`config.mk`:
```
export PLATFORM = sky130hd
export DESIGN_NAME = trivium_lite_rx_decrypt
export DESIGN_NICKNAME = d
export VERILOG_FILES = /design/src/rtl/trivium_lite_pkg.sv /design/src/rtl/trivium_lite_ks_core.sv /design/src/rtl/trivium_lite_rx_decrypt.sv
export SDC_FILE = /design/constraint.sdc
export NUM_CORES = 1
export LEC_CHECK = 0
export ABC_AREA = 1
export BUFFER_PORTS_ARGS = -buffer_cell sky130_fd_sc_hd__buf_2
export CORE_MARGIN = 2
export CORE_UTILIZATION = 50
export DETAILED_ROUTE_END_ITERATION = 8
export PLACE_DENSITY = 0.71
export SYNTH_ARGS = -nofsm -noshare
export SYNTH_HDL_FRONTEND = slang
export SYNTH_HIERARCHICAL = 1
export SYNTH_SLANG_ARGS = --single-unit
export TNS_END_PERCENT = 1
```
`constraint.sdc`:
```
create_clock -name clk_i -period 3.9 [get_ports clk_i]
set_input_delay 0.585 -clock clk_i [delete_from_list [all_inputs] [get_ports clk_i]]
set_output_delay 0.585 -clock clk_i [all_outputs]
set_load 0.01 [all_outputs]
```
`src/rtl/trivium_lite_pkg.sv`:
```
// Shared constants for the trivium_lite keystream tiles: register lengths, taps, seed-load values
// and the receive FSM state encoding.
package trivium_lite_pkg;

  localparam int unsigned ALen = 31;
  localparam int unsigned BLen = 29;
  localparam int unsigned CLen = 36;

  localparam int unsigned ATapOut = 30;
  localparam int unsigned ATapMid = 17;
  localparam int unsigned AAndHi  = 29;
  localparam int unsigned AAndLo  = 28;
  localparam int unsigned ATapFb  = 26;

  localparam int unsigned BTapOut = 28;
  localparam int unsigned BTapMid = 13;
  localparam int unsigned BAndHi  = 27;
  localparam int unsigned BAndLo  = 26;
  localparam int unsigned BTapFb  = 24;

  localparam int unsigned CTapOut = 35;
  localparam int unsigned CTapMid = 20;
  localparam int unsigned CAndHi  = 34;
  localparam int unsigned CAndLo  = 33;
  localparam int unsigned CTapFb  = 29;

  localparam logic [CLen-1:0] CInit = {3'b111, 33'b0};

  localparam int unsigned WarmupDefault = 128;

  typedef enum logic [2:0] {
    StIdle,
    StWarmup,
    StReady,
    StCrypt,
    StHold
  } rx_state_e;

endpackage

```
`src/rtl/trivium_lite_ks_core.sv`:
```
// 96-bit trivium_lite keystream generator; z_o is the bit of the current state, consumed on step_i.
module trivium_lite_ks_core
  import trivium_lite_pkg::*;
(
  input  logic       clk_i,
  input  logic       clr_i,
  input  logic       load_i,
  input  logic       step_i,
  input  logic [7:0] seed_i,
  output logic       z_o
);

  logic [ALen-1:0] a_q;
  logic [BLen-1:0] b_q;
  logic [CLen-1:0] c_q;
  logic            t1, t2, t3, n1, n2, n3;

  always_comb begin
    t1  = a_q[ATapOut] ^ a_q[ATapMid];
    t2  = b_q[BTapOut] ^ b_q[BTapMid];
    t3  = c_q[CTapOut] ^ c_q[CTapMid];
    z_o = t1 ^ t2 ^ t3;
    n1  = t1 ^ (a_q[AAndHi] & a_q[AAndLo]) ^ b_q[BTapFb];
    n2  = t2 ^ (b_q[BAndHi] & b_q[BAndLo]) ^ c_q[CTapFb];
    n3  = t3 ^ (c_q[CAndHi] & c_q[CAndLo]) ^ a_q[ATapFb];
  end

  always_ff @(posedge clk_i) begin
    if (clr_i) begin
      a_q <= '0;
      b_q <= '0;
      c_q <= '0;
    end else if (load_i) begin
      a_q <= {23'b0, seed_i};
      b_q <= {21'b0, ~seed_i};
      c_q <= CInit;
    end else if (step_i) begin
      a_q <= {a_q[ALen-2:0], n3};
      b_q <= {b_q[BLen-2:0], n1};
      c_q <= {c_q[CLen-2:0], n2};
    end
  end

endmodule

```
`src/rtl/trivium_lite_rx_decrypt.sv`:
```
// Receive-side trivium_lite decryptor: seed, warm up, then XOR 8 keystream bits onto each byte.
// Optional TRIVIUM_RX_BYTE_COUNT_EN adds a 16-bit delivered-byte counter port.
module trivium_lite_rx_decrypt
  import trivium_lite_pkg::*;
#(
  parameter int unsigned WARMUP = WarmupDefault
) (
  input  logic        clk_i,
  input  logic        rst_i,
  input  logic        seed_valid_i,
  input  logic [7:0]  seed_i,
  output logic        seed_ready_o,
  input  logic        resync_i,
  input  logic        in_valid_i,
  input  logic [7:0]  in_data_i,
  output logic        in_ready_o,
  output logic        out_valid_o,
  output logic [7:0]  out_data_o,
  input  logic        out_ready_i,
`ifdef TRIVIUM_RX_BYTE_COUNT_EN
  output logic [15:0] byte_count_o,
`endif
  output logic        busy_o
);

  localparam logic [9:0] WarmupLast = 10'(WARMUP - 1);

  rx_state_e  state_q;
  logic [9:0] cnt_q;
  logic [2:0] bit_q;
  logic [7:0] ks_q;
  logic [7:0] in_byte_q;
  logic       out_valid_q;
  logic       z;
  logic       clr, load, step;

  // Resync outranks everything, including a seed load in the same cycle.
  assign clr  = rst_i | resync_i;
  assign load = seed_valid_i & seed_ready_o;
  assign step = (state_q == StWarmup) | (state_q == StCrypt);

  trivium_lite_ks_core u_ks_core (
    .clk_i  (clk_i),
    .clr_i  (clr),
    .load_i (load),
    .step_i (step),
    .seed_i (seed_i),
    .z_o    (z)
  );

  always_ff @(posedge clk_i) begin
    if (clr) begin
      state_q     <= StIdle;
      cnt_q       <= '0;
      bit_q       <= '0;
      ks_q        <= '0;
      in_byte_q   <= '0;
      out_valid_q <= 1'b0;
    end else begin
      unique case (state_q)
        StIdle: begin
          if (seed_valid_i) begin
            state_q <= StWarmup;
            cnt_q   <= '0;
            bit_q   <= '0;
          end
        end
        StWarmup: begin
          if (cnt_q == WarmupLast) state_q <= StReady;
          else                     cnt_q   <= cnt_q + 10'd1;
        end
        StReady: begin
          if (seed_valid_i) begin
            state_q <= StWarmup;
            cnt_q   <= '0;
            bit_q   <= '0;
          end else if (in_valid_i) begin
            state_q   <= StCrypt;
            in_byte_q <= in_data_i;
            bit_q     <= '0;
          end
        end
        StCrypt: begin
          // First keystream bit ends up in bit 7 after eight shifts.
          ks_q  <= {ks_q[6:0], z};
          bit_q <= bit_q + 3'd1;
          if (bit_q == 3'd7) begin
            state_q     <= StHold;
            out_valid_q <= 1'b1;
          end
        end
        StHold: begin
          if (out_ready_i) begin
            state_q     <= StReady;
            out_valid_q <= 1'b0;
          end
        end
        default: state_q <= StIdle;
      endcase
    end
  end

  assign seed_ready_o = (state_q == StIdle) | (state_q == StReady);
  assign in_ready_o   = (state_q == StReady);
  assign busy_o       = step;
  assign out_valid_o  = out_valid_q;
  // Both operands are frozen while in HOLD, so the plaintext stays stable under backpressure.
  assign out_data_o   = in_byte_q ^ ks_q;

`ifdef TRIVIUM_RX_BYTE_COUNT_EN
  logic [15:0] byte_count_q;

  always_ff @(posedge clk_i) begin
    if (clr || load)                      byte_count_q <= '0;
    else if (out_valid_q && out_ready_i)  byte_count_q <= byte_count_q + 16'd1;
  end

  assign byte_count_o = byte_count_q;
`endif

endmodule

```
==> impl_metrics.yaml <==
finish:
  fin_area_sq_um: 6010
  syn2layout_area_growth_pct: 13.4
  drive_above_1_share_pct: 12.4
  final_nets: 751
  insertedDiodeCount: 0
route:
  first_pass_iters: 5
  drcViolationCount: 0
  num_vias: 4368
  via_per_inst: 5.01
  wl_per_cell_um: 11.5
  wl_mm: 10.0
  drt_iter0_drc: 213
  final_antenna_net_count: 0
sta:
  fin_hold_ws_ps: 292
  hold_viol_final: 0
  setup-tns-final_ps: 0
  min_period_ps: 2700
  worst_pin_slew_ps: 1080
  slew_headroom_pct: 27.5
  setup_viol: 0
  rsz0062_at_grt: "no"
  clock.fmax_ghz: 0.370
  slew_violations: 0
  fin_worst_skew_ps: 4.39
  finalCritPeriodShare_pct: 69.4
  fin_ws_ps: 1200
die:
  io_pins: 34
  fp-row-count: 37
  dieArea_sq_um: 11400
  die_x_um: 107
  core-area_sq_um: 10300
  initial_core_util_pct: 51.3
  die_h_um: 107
power_and_ir_drop:
  p_leak_nw: 2.29
  pwr_density_cell_nw_per_um2: 490
  finalPower_w: 0.00294
  ir_drop_v: 0.000303
cts:
  cts.repair.resized: 0
  cts_tree: "yes"
  clkTransAtPathRegs_ps: 50
  htree_num_levels: 4
  worstSkewPairLatency_ps: 520
  post-cts-setup-buffer-count: 0
  cts_buffers: 17
  cts_root_buf: "clkbuf_8"
  cts_sinks: 129
  cts_hold_buf: 0
  clk_path_buf_depth: 2
synthesis:
  syn-num-nets: 728
  netlist_instances: 703
  synth_ff_type: "dfxtp_1"
  syn-cell-area_sq_um: 5300
  avgSynthCellArea_sq_um: 7.54
  synth_area_leaders: "dfxtp_1 49%, nand2_1 15%, a21oi_1 8.7%, nor2_1 5.2%, inv_1 3.1%"
  synth_seq_cells: 129
  post-synth-top-area-cell: "dfxtp_1"
  yosys_warnings: 6
  synth-seq-area-share_pct: 48.7
  async_flop_share_pct: 0
  ys_types: 34
  synth_edf_count: 0
  synth_top_area_share_pct: 48.7
critical_path:
  crit_fanout: 86
  cp.arrival_ps: 2120
  criticalPathCategory: "flip-flop to output port"
  cp-start-kind: "flip-flop"
  rr_startpoint: "state_q[2]"
  cp.required_ps: 3310
  cp-startpoint: "state_q[0]"
  end_kind: "output port"
placed_design:
  place_ws_ps: 1110
  port_buffers: 33
  dp_hpwl_mm: 6.29
  gp_congestion: 0.836
  postPlaceCellArea_sq_um: 5460
global_routing:
  grt_pass1_wl_mm: 17.4
  grt_start_max_net_pins: 87
  grt_pass1_vias: 4012
  grt.overflow.total: 0
  antenna_found_initial: 0
  grt_use_total_pct: 18.8
worst_hold_path:
  min-delay-start: "in_data_i[7]"
  hold_class: "input port to flip-flop"
run:
  drv_cap: 0
outcome:
  outcome: "finished clean"
[power breakdown]
group	switching [W]	internal, W	total (W)
Sequential	0.00000828	0.00133	0.00134
Clock	0.000515	0.000942	0.00146
Combinational	0.000105	0.0000420	0.000147
Total	0.000629	0.00232	0.00294
[cell type report]
class                           instances  area [sq um]
Multi-Input combinational cell        488          2310
Timing Repair Buffer                   38           203
Inverter                               52           195
Clock buffer                           22           463
Tap cell                              136           170
Sequential cell                       129          2580
Clock inverter                          6          83.8
Fill cell                             938          4310
[worst paths after layout]
| check | end | slack, ps | depth (start not counted) |
|---|---|---|---|
| worst max register to register | u_ks_core/b_q[10] | 1240 | 7 |
| worst min register to register | u_ks_core/c_q[7] | 460 | 2 |
| worst min-delay path | in_byte_q[7] | 290 | 3 |
| worst max-delay path | busy_o | 1200 | 4 |
[critical path, stage by stage (launching register included)]
cell,delay (ps)
dfxtp_1,470
inv_1,120
nor2_4,120
buf_4,630
buf_2,260
[routing by layer]
layer / track usage, % / up-vias / part of all wire (%)
li1: - / 2301 / -
met1: 23.0 / 1990 / 48
met2: 30.9 / 65 / 48
met3: 4.92 / 12 / 3.1
met4: 8.53 / 0 / 1.5
met5: 0 / - / 0
[cell families after synthesis]
group	Yosys count	synth area share (%)
buf+inv	86	7.79
simple gates	322	25.6
fa+ha+maj	3	0.708
flops	129	48.7
xor+xnor	13	2.15
compound gates	150	15.0
[cell usage after synthesis (all sizes together) (2+ instances only)]
library cell,count
a221oi,2
inv,51
ha,3
nand2,217
o21ai,38
nand3,20
o22ai,6
nor2,80
dfxtp,129
a21oi,92
buf,30
nor3,3
a211oi,10
xor2,11
clkbuf,4
xnor2,2
[sequential cells by signal, indices dropped and copies added, names as in the netlist]
| signal | flops |
|---|---|
| bit_q | 3 |
| cnt_q | 10 |
| in_byte_q | 8 |
| ks_q | 8 |
| out_valid_o | 1 |
| state_q | 3 |
| u_ks_core/a_q | 31 |
| u_ks_core/b_q | 29 |
| u_ks_core/c_q | 36 |
[metrics by stage]
stage	utilization [%]	cells
2_1_floorplan	-	703
3_3_place_gp	52.9	843
3_5_place_dp	52.9	843
4_1_cts	58.2	871
5_1_grt	58.2	871
6_report	58.2	871
[cell usage in the layout, fill, tap and decap left out, types with 3 or more instances in the layout]
| master | instances |
|---|---|
| a211oi_1 | 10 |
| inv_2 | 7 |
| ha_1 | 3 |
| clkinv_2 | 3 |
| inv_1 | 44 |
| buf_2 | 33 |
| nor2_1 | 72 |
| xor2_1 | 11 |
| dfxtp_1 | 129 |
| nor2_4 | 6 |
| o21ai_0 | 31 |
| o22ai_1 | 6 |
| clkbuf_16 | 16 |
| nand3_2 | 6 |
| buf_4 | 5 |
| nand2_1 | 212 |
| o21ai_1 | 7 |
| a21oi_1 | 92 |
| nand3_1 | 14 |
| clkbuf_8 | 4 |
(Power assumes the default switching activity.)
